`src/rtl/seq_mult_8x8_ctrl.sv`:
```
// rtl/seq_mult_8x8_ctrl.sv - sequential 8x8 unsigned shift-add multiplier with start/done handshake
// Optional build macro ZERO_SKIP_EN: a zero operand completes in one cycle without iterating.
module seq_mult_8x8_ctrl #(
    parameter int WIDTH = 8
) (
    input  logic               clk,
    input  logic               rst,
    input  logic               start,
    input  logic [WIDTH-1:0]   a,
    input  logic [WIDTH-1:0]   b,
    output logic               ready,
    output logic               busy,
    output logic               done,
    output logic [2*WIDTH-1:0] product
);

    localparam int CW = $clog2(WIDTH);

    typedef enum logic [1:0] {
        IDLE = 2'b00,
        RUN  = 2'b01,
        DONE = 2'b10
    } state_t;

    state_t          state;
    state_t          state_next;
    logic [WIDTH-1:0] m;
    logic [WIDTH-1:0] q;
    logic [WIDTH-1:0] acc;
    logic [CW-1:0]    cnt;
    logic [WIDTH:0]   add_res;
    logic             last_iter;
    logic             zero_op;

    // Single shared adder; the carry-out is kept as the 9th bit so 255*255 does not truncate.
    assign add_res   = q[0] ? ({1'b0, acc} + {1'b0, m}) : {1'b0, acc};
    assign last_iter = (cnt == CW'(WIDTH - 1));

`ifdef ZERO_SKIP_EN
    assign zero_op = (a == '0) || (b == '0);
`else
    assign zero_op = 1'b0;
`endif

    always_comb begin
        state_next = IDLE;
        case (state)
            IDLE:    state_next = start ? (zero_op ? DONE : RUN) : IDLE;
            RUN:     state_next = last_iter ? DONE : RUN;
            DONE:    state_next = IDLE;
            default: state_next = IDLE;
        endcase
    end

    always_ff @(posedge clk) begin
        if (rst) begin
            state   <= IDLE;
            m       <= '0;
            q       <= '0;
            acc     <= '0;
            cnt     <= '0;
            product <= '0;
        end else begin
            state <= state_next;
            case (state)
                IDLE: begin
                    if (start) begin
                        m   <= a;
                        q   <= b;
                        acc <= '0;
                        cnt <= '0;
                        if (zero_op) begin
                            product <= '0;
                        end
                    end
                end
                RUN: begin
                    {acc, q} <= {add_res, q[WIDTH-1:1]};
                    cnt      <= cnt + CW'(1);
                    if (last_iter) begin
                        product <= {add_res, q[WIDTH-1:1]};
                    end
                end
                default: ;
            endcase
        end
    end

    // Status flags come straight from the state register, never from start.
    assign ready = (state == IDLE);
    assign busy  = (state == RUN);
    assign done  = (state == DONE);

endmodule

```
`config.mk`:
```
export PLATFORM = sky130hd
export DESIGN_NAME = seq_mult_8x8_ctrl
export DESIGN_NICKNAME = d
export VERILOG_FILES = /design/src/rtl/seq_mult_8x8_ctrl.sv
export SDC_FILE = /design/constraint.sdc
export NUM_CORES = 1
export LEC_CHECK = 0
export BUFFER_PORTS_ARGS = -buffer_cell sky130_fd_sc_hd__buf_2
export CAP_MARGIN = 20
export CORE_AREA = 2 2 66 68
export CTS_CLUSTER_DIAMETER = 120
export DETAILED_ROUTE_END_ITERATION = 10
export DIE_AREA = 0 0 68 70
export PLACE_DENSITY_LB_ADDON = 0.25
export SYNTH_ARGS = -nofsm -noshare
export SYNTH_HDL_FRONTEND = slang
export SYNTH_SLANG_ARGS = --single-unit
```
`constraint.sdc`:
```
create_clock -name clk -period 2.55 [get_ports clk]
set_input_delay 0.51 -clock clk [delete_from_list [all_inputs] [get_ports clk]]
set_output_delay 0.51 -clock clk [all_outputs]
set_load 0.05 [all_outputs]
```
Yosys cells after proc, flatten, opt, wreduce, memory -nomap -nowiden

Cells that the tools add are included.
Widths: inputs -> output; s select.

Magnitude comparators: 0
Reduce and logical (&&, ||, !) cells: 5
Eq/ne operators: 4
Bitwise gates (word level): 0
Shift operators: 0
Multiplexer cells: 10
Multipliers: 0
Divide/modulo/power cells: 0
$add $sub $neg: 2

Operators by type and width:

| kind                | number |
|---|---|
| $pmux 8 s2          | 2 |
| $mux 8              | 2 |
| $add 8x8->9         | 1 |
| $mux 9              | 1 |
| $pmux 3 s2          | 1 |
| $reduce_and 2->1    | 3 |
| $pmux 2 s2          | 1 |
| $add 3x1->3 const B | 1 |
| $eq 3x3->1 const B  | 1 |
| $mux 3              | 1 |
| $eq 2x1->1 const B  | 1 |
| $eq 2x2->1 const B  | 1 |
| $logic_not 2->1     | 1 |
| $mux 2              | 1 |
| $ne 2x2->1 const B  | 1 |
| $reduce_bool 2->1   | 1 |
| $mux 1              | 1 |

Memories: 0
RAM bits: 0
Register bits: 45
Input port bits: 19
ROM bits: 0
Latch bits: 0
Output and inout port bits: 19
Logic and storage cells: 27

Logic depth before layout (Yosys ltp)

Gate-level depths: netlist of run 1.

Depth in word-level cells: 3
Depth in mapped cells: 8
Gate-level depth less buffers: 7

Worst setup path before layout of run 1

Ideal clock, no wire load.

Kind: register -> register
Start: reg m[0]
End: reg product[13]
Library setup time: 0.091 ns
Required time: 2.459 ns
Path buffers: 0
Clock period less this slack: 1.892 ns
Setup slack: 0.658 ns
Cell stages (with the launch flop): 8
Arrival time: 1.801 ns
Cell sequence: dfxtp_1 ha_1 fa_1 a21o_1 a221oi_2 xnor2_1 nand2_1 a311oi_1

Word-level cells in the longest chain between the ends: 2

RTL lines:

| what                     | line | RTL |
|---|---|---|
| start: declaration       | 27   | `logic [WIDTH-1:0] m;` |
| start signal: assignment | 58   | `m <= '0;` |
| start signal: assignment | 68   | `m <= a;` |
| $add 8x8->9              | 36   | `assign add_res = q[0] ? ({1'b0, acc} + {1'b0, m}) : {1'b0, acc};` |
| $mux 9                   | 36   |  |
| end signal: assignment   | 81   | `product <= {add_res, q[WIDTH-1:1]};` |
| end: declaration         | 14   | `output logic [2*WIDTH-1:0] product` |

Every way passes these cells.
A chain may end at the register's enable or synchronous reset.

Worst setup path after layout of run 1

Start: reg acc[0]
End: reg product[13]

Word-level cells in the longest chain between the ends: 2

RTL lines:

| what                     | line | RTL |
|---|---|---|
| start: declaration       | 29   | `logic [WIDTH-1:0] acc;` |
| start signal: assignment | 78   | `{acc, q} <= {add_res, q[WIDTH-1:1]};` |
| $add 8x8->9              | 36   |  |
| $mux 9                   | 36   |  |

Every way passes these cells.

==> results_dict.tcl, run 1 <==
set metrics [dict create \
    status "finished clean" \
    globalRouteOverflowTotal 0 \
    path_max_fanout 3 \
    fp.dieH_microns 70 \
    clock_path_buffers 2 \
    num_rows 24 \
    synthTopCellsByCount "nand2_1, dfxtp_1, nor2_1" \
    hold_viol_final 0 \
    wl_met1_microns 2100 \
    wl_microns 4330 \
    synth.mux.area_fraction_pct 1.94 \
    worstPathRequired_ns 2.75 \
    synth_cells 253 \
    power_leakage_uw 0.00105 \
    ios 38 \
    antenna_cells 0 \
    num_vias 1820 \
    die-area_sq_mm 0.00476 \
    synth-seq-cells 45 \
    finalClockSkew_ns 0.0110 \
    drive_above_1_share_pct 20.7 \
    core_area_sq_mm 0.00414 \
    maxCapViolations 0 \
    syn_area_per_cell_sq_um 8.40 \
    p_per_area_mw_per_mm2 594 \
    final_antenna_net_count 0 \
    synth-compound-area-share_pct 19.3 \
    rsz0062_at_grt "no" \
    vias_per_cell 5.40 \
    yosys.cell_count.top_type "nand2_1" \
    total_power_uw 1440 \
    cp_slowest_cell "fa_1" \
    clkSinkCount 45 \
    routed.top_layer "met4" \
    hold_depth 3 \
    cpPeakStageDelay_ns 0.41 \
    n_fill_cell 384 \
    internal_power_uw 1080 \
    max_freq_ghz 0.491 \
    max-slew-margin-rel_pct 55.5 \
    htree_levels 2 \
    area_delta_synth_final_pct 14.0 \
    grt_max_degree 39 \
    wl_met2_microns 1970 \
    cts_made_buffers 5 \
    ys.warnings.count 0 \
    synth_cell_types 44 \
    port_buffers 37 \
    swShare_pct 25.1 \
    cts_tree "built" \
    synth_top_area_share_pct 42.4 \
    power.switching_uw 361 \
    finalCritPeriodShare_pct 79.8 \
    dpl_cell_area_sq_mm 0.00231 \
    synth_xor_area_share_pct 2.06 \
    synthAdderAreaFrac_pct 6.83 \
    tns_ns 0 \
    synth_top_family_by_area "simple AND/OR/NAND/NOR gates" \
    peakVddDrop_v 0.000328 \
    wl_met3_microns 194 \
    synthTopCellsByArea "dfxtp_1, nand2_1, a21oi_1" \
    comb_power_share_pct 11.1 \
    pwr-share-seq_pct 51.9 \
    ys.flop_type "dfxtp_1" \
    synth_edf_count 0 \
    end_kind "register" \
    ys_seq_area_share_pct 42.4 \
    clock_latency_ns 0.30 \
    netlist_area_sq_mm 0.00213 \
    reg2reg_depth 7 \
    grtUsageTotal_pct 20.8 \
    drtPass1Iterations 4 \
    gp_congestion 0.909 \
    yosys.area_share.simple_pct 22.4 \
    startpoint_type "register" \
    yosysTopAreaCell "dfxtp_1" \
    critPathArrivalTime_ns 2.24 \
    cp_cell_sequence "ha_1, fa_1, a21o_1, a221oi_2, xnor2_1, nand2_1, a311oi_1" \
    antenna_found_initial 0 \
    root_buffer "clkbuf_8" \
    finalSetupViolations 0 \
    clockPowerShare_pct 37.1 \
    period_minus_slack_ns 2.04 \
    nets 314 \
    crit_type "register to register" \
    avgRoutedWirePerCell_microns 12.8 \
    grt_pass1_wl_microns 7590 \
    ctsHoldBuffers 0 \
    clk_pin_slew_worst_paths_ns 0.09 \
    first_iter_violations 105 \
    slew_violations 0 \
    post_cts_resized 0 \
    final_cell_area_sq_mm 0.00242 \
    post-route-util_pct 58.5 \
    worst_pin_slew_ns 0.667 \
    async_flop_share_pct 0 \
    worstHoldPathType "input port to register" \
    drc 0 \
    grt_pass1_vias 1683 \
    die_w_microns 68 \
    synth_nets 283 \
    post-cts-setup-buffer-count 0 \
    initial_core_util_pct 51.3 \
    dp_hpwl_microns 3130 \
]
==> final timing paths <==
path                      end  slack (ns)       start
setup reg to reg  product[13]        0.51      acc[0]
setup / recovery  product[13]        0.51      acc[0]
hold / removal           m[7]        0.44        a[7]
hold reg to reg    product[0]        0.45  product[0]
==> kinds of logic (layout without fill, tap and decap cells) <==
family | Yosys count | in the layout
multiplexers | 4 | 4
AND/OR/NAND/NOR | 109 | 109
AO/OA/AOI/OAI | 59 | 59
XOR/XNOR | 5 | 5
flip-flops | 45 | 45
adder cells (fa/ha/maj) | 11 | 11
buffers and inverters | 20 | 52
==> per-stage QoR <==
stage / setup slack, ns / cells / hold WS, ns
3_3_place_gp: 0.576 / 329 / 0.438
2_1_floorplan: 0.658 / 253 / 0.441
5_1_grt: 0.385 / 337 / 0.455
6_report: 0.514 / 337 / 0.437
3_5_place_dp: 0.553 / 329 / 0.443
4_1_cts: 0.520 / 337 / 0.433
==> per-layer routing <==
layer	global-route usage (%)	vias to the layer above
li1	-	945
met1	28.5	827
met2	31.4	41
met3	4.03	7
met4	9.11	0
met5	0	-
==> power groups by stage <==
stage	clock, uW	combinational, uW	sequential (uW)
after detailed placement	0	161	763
after floorplan	0	127	756
after global routing	573	181	752
final	534	160	747
after CTS	549	161	747
after global placement	0	159	763
==> flip-flops by register name, indices dropped and copies added (netlist names) <==
register,cells
product,16
m,8
q,8
acc,8
state,2
cnt,3
==> area by class of cell <==
cell class	count	area (sq um)	share of cell area (%)
well taps	52	65.1	2.68
multi-input cells	188	1120	46.1
clock inverters	2	38.8	1.60
flip-flops and latches	45	901	37.2
inverters	2	7.51	0.310
clock buffers	6	72.6	2.99
repair buffers	42	223	9.19
==> worst max-delay path, delay by kind of cell, from the launching register on <==
kind	cells	cell delay (ns)
xor+xnor	1	0.17
simple gates	1	0.07
flops	1	0.33
fa+ha+maj	2	0.63
compound gates	3	0.72
==> layout by cell type, fill, tap and decap left out, types with 5 or more instances in the layout <==
master	n
a22oi_1	5
nand3_1	6
a311oi_1	9
buf_2	37
nor2_1	29
clkbuf_8	5
nand2_1	56
buf_4	5
ha_1	10
a21oi_1	26
dfxtp_1	45
(Power assumes the default switching activity.)
==> inputs of run 2 (changes only) <==
Settings changed: ABC_AREA from default to 1, CORE_AREA 2 2 66 68 to 2 2 70 72, DIE_AREA 0 0 68 70 to 0 0 72 74.
Clock period 2.55 ns to 1.7 ns, I/O delays scaled along.
==> run 2 against run 1 <==
Clock skew fell by 0.0010 ns. Total power up 50%. Critical path depth increased by 5. Utilization decreased by 1.0 points. Largest cell class unchanged. Critical endpoint unchanged. Hold slack got worse by 0.16 ns. Sequential power increased by 53%.
==> results_dict.tcl, run 2 <==
set metrics [dict create \
    status "finished clean" \
    grtUsageTotal_pct 19.4 \
    first_iter_violations 131 \
    initial_core_util_pct 48.6 \
    finalSetupViolations 0 \
    cp_cell_sequence "ha_4, fa_2, nand2_2, nand3_4, nand3_4, nand2_2, nand2_2, nand3_2, nand2_1, nand2_1, nand2_1, inv_1" \
    cpPeakStageDelay_ns 0.40 \
    reg2reg_depth 12 \
    area_delta_synth_final_pct 18.1 \
    die_w_microns 72 \
    dp_hpwl_microns 3410 \
    min_to "m[6]" \
    total_power_uw 2170 \
    netlist_area_sq_mm 0.00224 \
    worst_slack_ns 0.0121 \
    cp_top_family "simple AND/OR/NAND/NOR gates" \
    mostFrequentLayoutCell "nand2_1" \
    avgRoutedWirePerCell_microns 12.6 \
    async_flop_share_pct 0 \
    n_fill_cell 450 \
    final_antenna_net_count 0 \
    cts_made_buffers 5 \
    synth_nets 326 \
    rsz0062_at_grt "yes" \
    synth-seq-cells 45 \
    globalRouteOverflowTotal 0 \
    ctsHoldBuffers 0 \
    drc 0 \
    fp.dieH_microns 74 \
    startpoint_type "register" \
    num_rows 25 \
    r2r_slack_ns 0.01 \
    worst-path-buf-inv 1 \
    maxCapViolations 0 \
    synthTopCellsByArea "dfxtp_1, nand2_1, nand3_1" \
    core_area_sq_mm 0.00460 \
    finalCritPeriodShare_pct 99.3 \
    max_freq_ghz 0.592 \
    regToRegEndpoint "product[13]" \
    num_vias 1987 \
    clock_latency_ns 0.31 \
    hold_depth 3 \
    wl_microns 4930 \
    grt_max_degree 25 \
    clk_pin_slew_worst_paths_ns 0.09 \
    regMostFlops "product" \
    period_minus_slack_ns 1.69 \
    dpl_worst_slack_ns -0.00351 \
    worstHoldPathType "input port to register" \
    ys.flop_type "dfxtp_1" \
    cts_tree "built" \
    gp_congestion 0.802 \
    dp_cells 382 \
    synth_cell_types 28 \
    largest_reg_flops 16 \
    end_kind "register" \
    port_buffers 37 \
    timing.rr.start "acc[0]" \
    synth_cells 296 \
    drive_above_1_share_pct 27.0 \
    yosysTopAreaCell "dfxtp_1" \
    slew_violations 0 \
    synth_top_area_share_pct 40.3 \
    vias_per_cell 5.08 \
    die-area_sq_mm 0.00533 \
    yosys.cell_count.top_type "nand2_1" \
    crit_type "register to register" \
    syn_area_per_cell_sq_um 7.55 \
    synth_edf_count 0 \
    nets 366 \
    p_per_area_mw_per_mm2 821 \
    stdcell_count 391 \
    antenna_found_initial 0 \
    hold_viol_final 0 \
    path_depth 12 \
    power_leakage_uw 0.00127 \
    htree_levels 2 \
    cp_slowest_cell "fa_2" \
    layout_common_cells "nand2_1, dfxtp_1, buf_2" \
    worstPathRequired_ns 1.91 \
    ys_seq_area_share_pct 40.3 \
    ys.warnings.count 0 \
    synthTopCellsByCount "nand2_1, dfxtp_1, inv_1" \
    ios 38 \
    fin_hold_ws_ns 0.275 \
    grt_pass1_wl_microns 8090 \
    critPathArrivalTime_ns 1.90 \
    finalClockSkew_ns 0.00996 \
    antenna_cells 0 \
    grt_pass1_vias 1741 \
    tns_ns 0 \
    drtPass1Iterations 4 \
    max-slew-margin-rel_pct 75.9 \
    worst_pin_slew_ns 0.361 \
    hp-start "a[6]" \
    path_max_fanout 3 \
    clock_path_buffers 2 \
    clkSinkCount 45 \
    root_buffer "clkbuf_8" \
    peakVddDrop_v 0.000449 \
]
==> run 2: stage by stage <==
stage | util [%] | area [sq um]
global placement | 53.8 | 2470
global route | 57.4 | 2640
detailed placement | 53.8 | 2470
CTS | 55.8 | 2570
floorplan | - | 2240
finish | 57.4 | 2640
==> run 2: layout make-up <==
class                      instances  area [sq um]  share of cell area (%)
sequential                        45           906                    34.3
tap                               54          67.6                    2.56
clock buffer                       5          68.8                    2.61
timing repair buffer              44           250                    9.47
multi-input combinational        207          1190                    45.1
inverter                          33           134                    5.07
clock inverter                     3          22.5                   0.853
==> run 2: worst max path at each step <==
stage,from,to
2_1_floorplan,m[0],product[13]
3_3_place_gp,m[0],product[13]
3_5_place_dp,m[0],product[13]
4_1_cts,m[0],product[13]
5_1_grt,m[0],product[13]
6_report,acc[0],product[13]
==> run 2: timing repair <==
item / 4_1_cts / 5_1_grt
pin swaps: 0 / 4
gates resized for setup: 1 / 17
setup endpoints to repair: 2 / 7
buffers inserted: 0 / 1
==> run 2: kinds of logic (layout without fill, tap and decap cells) <==
kind of cell / count (synthesis) / after routing / synth area share [%]
buffers and inverters: 44 / 85 / 9.34
AND/OR/NAND/NOR: 136 / 136 / 27.4
adder cells (fa/ha/maj): 11 / 11 / 6.49
AO/OA/AOI/OAI: 60 / 60 / 16.5
flip-flops: 45 / 45 / 40.3
==> run 2: report_power, final <==
part           internal [uW]  switching (uW)  total [uW]
clock                    292             398         691
sequential              1100            40.5        1140
combinational            123             212         336
==> run 2: metal layers <==
| layer | vias up | wire [microns] | track usage [%] | share of wire (%) |
|---|---|---|---|---|
| met4 | 0 | 46 | 6.50 | 0.93 |
| li1 | 1041 | - | - | - |
| met2 | 32 | 2410 | 30.3 | 49 |
| met3 | 5 | 166 | 4.47 | 3.4 |
| met1 | 909 | 2310 | 26.7 | 47 |
| met5 | - | 0 | 0 | 0 |
==> run 2: worst register-to-register path, cell delays in order, from the launching register on <==
cell	delay [ns]
dfxtp_2	0.35
ha_4	0.17
fa_2	0.40
nand2_2	0.12
nand3_4	0.09
nand3_4	0.08
nand2_2	0.06
nand2_2	0.08
nand3_2	0.06
nand2_1	0.07
nand2_1	0.05
nand2_1	0.06
inv_1	0.03
